<file path="config.mk">
export PLATFORM = sky130hd
export DESIGN_NAME = prep_scheduler
export DESIGN_NICKNAME = d
export VERILOG_FILES = /design/src/rtl/prep_scheduler.sv
export SDC_FILE = /design/constraint.sdc
export NUM_CORES = 1
export LEC_CHECK = 0
export BUFFER_PORTS_ARGS = -buffer_cell sky130_fd_sc_hd__buf_2
export CAP_MARGIN = 15
export CORE_ASPECT_RATIO = 1.25
export CORE_MARGIN = 3
export CORE_UTILIZATION = 54
export CTS_CLUSTER_SIZE = 20
export DETAILED_ROUTE_END_ITERATION = 8
export PLACE_DENSITY = 0.77
export SYNTH_ARGS = -nofsm -noshare
export SYNTH_HDL_FRONTEND = slang
export SYNTH_SLANG_ARGS = --single-unit
export TNS_END_PERCENT = 20
</file>
<file path="constraint.sdc">
create_clock -name clk -period 3.95 [get_ports clk]
set_input_delay 0.395 -clock clk [delete_from_list [all_inputs] [get_ports clk]]
set_output_delay 0.395 -clock clk [all_outputs]
set_load 0.01 [all_outputs]
</file>
<file path="src/rtl/prep_scheduler.sv">
// Sequences the shared angle/sin/cos/rotate datapath over the shape slots:
// dirty-mask tracking, round-robin selection, one request in flight at a time.
module prep_scheduler #(
  parameter int MAXSHP = 16,
  parameter int IDW    = 4,
  parameter int LAT    = 4
) (
  input  logic              clk,
  input  logic              rst,
  input  logic [MAXSHP-1:0] mark,
  input  logic              mark_all,
  input  logic              endframe,
  input  logic              stall,
  output logic              issue,
  output logic [IDW-1:0]    issue_id,
  output logic              wb_en,
  output logic [IDW-1:0]    wb_id,
  output logic              busy,
  output logic              done,
  output logic              overrun,
  output logic [MAXSHP-1:0] dirty
);

  localparam int CW = (LAT > 1) ? $clog2(LAT) : 1;

  typedef enum logic [2:0] {
    S_IDLE, S_SCAN, S_ISSUE, S_WAIT, S_WRITE, S_FIN
  } state_t;

  state_t            state_q;
  logic [MAXSHP-1:0] dirty_q, dirty_d;
  logic [IDW-1:0]    ptr_q;
  logic [IDW-1:0]    sel_q;
  logic [CW-1:0]     cnt_q;
  logic              overrun_q;

  // Candidate slot for each search offset: (ptr + 1 + gi) mod MAXSHP.
  logic [IDW-1:0] cand_id [MAXSHP];
  for (genvar gi = 0; gi < MAXSHP; gi++) begin : g_cand
    logic [IDW:0] sum;
    assign sum = {1'b0, ptr_q} + (IDW+1)'(gi + 1);
    assign cand_id[gi] = (sum >= (IDW+1)'(MAXSHP)) ? IDW'(sum - (IDW+1)'(MAXSHP))
                                                   : sum[IDW-1:0];
  end

  logic           found;
  logic [IDW-1:0] found_id;

  // Walk from the farthest offset down so the nearest dirty slot wins.
  always_comb begin
    found    = 1'b0;
    found_id = '0;
    for (int i = MAXSHP - 1; i >= 0; i--) begin
      if (dirty_q[cand_id[i]]) begin
        found    = 1'b1;
        found_id = cand_id[i];
      end
    end
  end

  // A mark landing in the issue cycle keeps the slot dirty for a later pass.
  always_comb begin
    dirty_d = dirty_q | mark | {MAXSHP{mark_all}};
    if (state_q == S_ISSUE) dirty_d[sel_q] = mark[sel_q] | mark_all;
  end

  always_ff @(posedge clk) begin
    if (rst) begin
      state_q   <= S_IDLE;
      dirty_q   <= '1;
      ptr_q     <= IDW'(MAXSHP - 1);
      sel_q     <= '0;
      cnt_q     <= '0;
      overrun_q <= 1'b0;
    end else begin
      dirty_q   <= dirty_d;
      overrun_q <= endframe && (state_q != S_IDLE);
      case (state_q)
        S_IDLE: begin
          if (endframe) state_q <= (|dirty_q) ? S_SCAN : S_FIN;
        end
        S_SCAN: begin
          if (!found) begin
            state_q <= S_FIN;
          end else if (!stall) begin
            sel_q   <= found_id;
            state_q <= S_ISSUE;
          end
        end
        S_ISSUE: begin
          ptr_q   <= sel_q;
          cnt_q   <= CW'(LAT - 1);
          state_q <= S_WAIT;
        end
        S_WAIT: begin
          if (cnt_q == '0) state_q <= S_WRITE;
          else             cnt_q   <= cnt_q - 1'b1;
        end
        S_WRITE: state_q <= S_SCAN;
        S_FIN:   state_q <= S_IDLE;
        default: state_q <= S_IDLE;
      endcase
    end
  end

  assign issue    = (state_q == S_ISSUE);
  assign wb_en    = (state_q == S_WRITE);
  assign done     = (state_q == S_FIN);
  assign busy     = (state_q != S_IDLE);
  assign issue_id = sel_q;
  assign wb_id    = sel_q;
  assign overrun  = overrun_q;
  assign dirty    = dirty_q;

endmodule

</file>
* Yosys cells after proc, flatten, opt, wreduce, memory -nomap -nowiden
Index checks and enable logic that the tools add are counted.
** Word-level totals
- Flip-flop bits (word level) :: 30
- Output and inout port bits :: 29
** Cells by class
- Mux-type cells :: 94
- Bitwise logic cells :: 4
- Add/subtract/negate cells :: 33
- Reduce and logical (&&, ||, !) cells :: 10
- Equal/unequal tests :: 9
- $lt $le $gt $ge :: 34
** Operator list (count)
- $mux 4 :: 32
- $lt 4x5->1 const B :: 17
- $ge 5x5->1 const B :: 16
- $bmux 1 s4 :: 17
- $sub 4x1->4 const B :: 16
- $add 4x4->5 const B :: 8
- $mux 1 :: 34
- $or 16x16->16 :: 2
- $add 4x3->5 const B :: 4
- $bwmux 16 :: 1
- $mux 16 :: 1
- $reduce_or 16->1 :: 1
- $mux 3 :: 5
- $pmux 3 s5 :: 1
- $add 4x2->5 const B :: 2
- $eq 3x2->1 const B :: 2
- $eq 3x3->1 const B :: 2
- $ne 2x2->1 const B :: 3
- $reduce_and 3->1 :: 2
- $add 4x1->5 const B :: 1
- $add 4x5->5 const B :: 1
- $demux 1 s4 :: 1
- $ge 4x1->1 const B :: 1
- $pmux 2 s2 :: 1
- 12 further kinds :: 13

* Logic depth before layout (Yosys ltp)
- Depth in word-level cells :: 23
- Mapped depth :: 16

* Least setup slack after synthesis
No wires, ideal clock.
- Path kind :: register to register
- Start :: reg ptr_q[1]
- End :: reg sel_q[3], in the netlist issue_id[3]
- Data required time :: 3.828 ns
- Data arrival time :: 3.572 ns
- Library setup time :: 0.122 ns
- Setup slack :: 0.256 ns
- Period minus slack after synthesis :: 3.694 ns
- Cell stages (with the launch flop) :: 17
- Cells stage by stage :: dfxtp_1 -> buf_6 -> buf_12 -> clkbuf_1 -> inv_1 -> ha_1 -> buf_6 -> buf_2 -> clkbuf_1 -> mux2_2 -> mux4_2 -> nand2_1 -> a32oi_1 -> o21ai_0 -> o2111ai_1 -> a31oi_1 -> o21ai_1
** On the way
- Cells in the longest elaborated chain, start to end :: 22
** RTL lines
- from (decl) :: line 32 : logic [IDW-1:0] ptr_q;
- from (signal assigned) :: line 71 : ptr_q <= IDW'(MAXSHP - 1);
- from (signal assigned) :: line 91 : ptr_q <= sel_q;
- $add 4x5->5 :: line 41 : assign sum = {1'b0, ptr_q} + (IDW+1)'(gi + 1);
- $sub 4x1->4 / $ge 5x5->1 (equally long branches) :: line 42 : assign cand_id[gi] = (sum >= (IDW+1)'(MAXSHP)) ? IDW'(sum - (IDW+1)'(MAXSHP))
- $mux 4 :: line 42
- $bmux 1 s4 :: line 54 : if (dirty_q[cand_id[i]]) begin
- $mux 1 (implied by the code) :: line 54
- $mux 1 (16 in a row) :: line 54
- $reduce_and 3->1 (no line)
- to (signal assigned) :: line 86 : sel_q <= found_id;
- to (decl) :: line 33 : logic [IDW-1:0] sel_q;
Parallel ways exist; a longest one is shown, timed or not. The select of a mux whose other input is x is not followed.
A chain may end at the register's enable or synchronous reset.

* Worst setup path after layout
- Start :: reg ptr_q[0]
- End :: reg sel_q[1], in the netlist issue_id[1]
The elaborated chain is that of the path after synthesis.

==> key figures <==
Run status
  – Status: finished, final reports clean

Worst setup path
  – Setup slack, reg-to-reg: 500 ps
  – WP depth: 11
  – Crit-path leading delay family: multiplexers
  – Crit path top cell by count: mux2i_1
  – Kind of critical path: register to register
  – Cells along the critical path: inv_2 -> ha_1 -> buf_4 -> mux4_2 -> mux2i_1 -> mux2i_1 -> nand3_1 -> a21oi_1 -> or3_1 -> o21ai_1 -> a41o_1
  – Crit path largest cell delay: 720 ps
  – Worst Path Required: 4190 ps
  – Bufs and invs on worst path: 2
  – CP Launch Type: register
  – Slowest cell on the critical path: ha_1
  – Register-to-Register Path Depth: 11
  – Critical path data arrival time: 3680 ps
  – CP endpoint kind: register
  – Crit path max fanout: 17

Power and ir drop
  – Pleak: 1.56 nW
  – Worst IR Drop VDD: 0.314 mV
  – Pwr dens: 349 nW/um^2
  – Total chip power: 0.00151 W

STA
  – Final count of hold timing violations: 0
  – Worst-margin pin slew: 767 ps
  – Crit share post-route: 87.3%
  – Minimum clock period: 3450 ps
  – Normalized max-slew margin: 47.4%
  – Fmax: 290 MHz
  – Clock skew: 5.38 ps
  – Final setup vio count: 0
  – Slew Viols, Final: 0
  – RSZ-0062 raised after global routing: no
  – Setup TNS: 0 ps

Final layout
  – Register area: 601 sq um
  – FILL cells: 617
  – Area of the multi-input gates: 3170 sq um
  – Ant. Diodes: 0
  – Nets: 497
  – Commonest non-fill, non-tap cell in the layout: buf_2
  – Layout area overhead: 6.84%
  – Most frequent cells in the layout: buf_2 (49), nand2_1 (47), nor2_1 (37)
  – Layout cell share with drive strength beyond 1: 27.1%

GRT
  – Global-route wire length before repair: 19400 um
  – Vias in the first global route: 3791
  – Pin count of the biggest net entering global routing: 32
  – Initial antenna violation count: 0
  – Total grt overflow: 0
  – All-Layer GR Usage: 28.2%

Floorplan
  – Initial Utilization: 56.8%
  – Area of the die: 8600 sq um
  – Die Height: 103 um
  – Top Ports: 50
  – Chip width: 83.6 um
  – Core area: 7150 sq um
  – Row cnt: 34

CTS
  – Hold_buf cts: 0
  – Post-CTS Setup Inserts: 0
  – Clock Sink Count: 30
  – CTS max path bufs: 2
  – H-tree depth: 2
  – CTS-repair resized insts: 0
  – CTS root buffer: clkbuf_8
  – Worst-skew pair later-pin latency: 290 ps
  – Clock Pin Slew Worst Setup and Hold Paths: 80 ps
  – Total CTS buffers: 5
  – CTS tree: yes

Yosys
  – Synth warnings: 0
  – Flops & latches, synth: 30
  – Cell count after synthesis: 447
  – Distinct cell type count after synthesis: 64
  – Seq/Total Area, Yosys: 14.8%
  – Top FF cell, synth: dfxtp_1
  – EDFF count, synth: 0
  – Synth Net Count: 476
  – Async SR Flop Fraction: 0%
  – Post-Syn Area: 4060 sq um
  – Syn avg cell area: 9.09 sq um

Place
  – Final HPWL DP: 8950 um
  – Port bufs: 49
  – Routability-driven placement congestion ratio: 1.04

Min path
  – Worst hold-check path type: input port to register
  – Worst Hold Depth: 2

Route
  – Post-Route WL: 12100 um
  – Drt first pass iters: 8
  – Via count: 4045
  – Drt via density: 7.25
  – WL per Instance: 21.8 um
  – 1st-iter DRT viols: 422
  – Antenna Nets Post-Route: 0
  – Residual DRC count: 0

Flow run
  – Max cap viols: 0
[logic make-up (layout without fill, tap and decap cells)]
family,after synthesis,after routing,share of synthesized area (%)
xor+xnor,11,11,3.39
simple gates,152,152,18.3
flops,30,30,14.8
fa+ha+maj,8,8,2.46
mux,83,83,35.4
compound gates,104,104,18.6
buf+inv,59,80,7.09
[per-stage QoR]
stage / hold slack (ps) / setup WS, ps / util [%] / area [sq um] / cells
2_1_floorplan: 468 / 256 / - / 4060 / 447
6_report: 367 / 502 / 60.7 / 4340 / 558
3_3_place_gp: 483 / 670 / 59.5 / 4260 / 551
4_1_cts: 364 / 515 / 60.7 / 4340 / 558
3_5_place_dp: 495 / 563 / 59.5 / 4260 / 551
5_1_grt: 377 / 262 / 60.7 / 4340 / 558
[state kept, by name, indices dropped and copies added (netlist names)]
signal,count
ptr_q,4
issue_id,4
overrun,1
state_q,3
dirty,16
cnt_q,2
[worst register-to-register path: cells and delay by family, from the launching register on]
family / cells / cell delay, ps
fa+ha+maj: 1 / 720
buf+inv: 2 / 390
mux: 3 / 1040
compound gates: 3 / 350
flops: 1 / 350
simple gates: 2 / 540
[Yosys cell counts (8+ instances only)]
cell type	instances	share of area [%]
o31ai_1	10	1.8
a21oi_1	18	2.2
o21ai_0	9	1.1
ha_1	8	2.5
nand2_1	47	4.3
mux2_2	13	3.6
inv_1	14	1.3
dfxtp_1	30	15
clkbuf_1	29	2.7
mux4_1	9	5.8
nand3_1	10	1.2
mux4_2	33	18
o211ai_1	12	2.2
mux2i_1	22	5.4
nor2_1	37	3.4
[metal layers]
metal	track usage, %	up-vias	wire (um)	share of wire, %
li1	-	1789	-	-
met1	33.9	1919	4580	38
met2	47.8	275	5830	48
met3	4.72	62	1090	9.0
met4	16.8	0	645	5.3
met5	0	-	0	0
[where the power goes]
group / internal, W / switching [W]
logic: 0.000369 / 0.000499
registers: 0.000328 / 0.0000640
clock network: 0.000120 / 0.000134
total: 0.000817 / 0.000698
[layout make-up]
cell class / count / area share (%)
Multi-Input combinational cell: 358 / 73.1
Inverter: 15 / 1.30
Timing Repair Buffer: 58 / 7.21
Tap cell: 90 / 2.60
Clock inverter: 2 / 0.346
Sequential cell: 30 / 13.8
Clock buffer: 5 / 1.59
[path summary, 6_finish.rpt]
path	startpoint	to
worst min-delay path	endframe	overrun
worst max register to register	ptr_q[0]	issue_id[1]
worst max-delay path	ptr_q[0]	issue_id[1]
worst min register to register	cnt_q[1]	cnt_q[1]
Note: power is estimated with default switching activity, not from simulation.
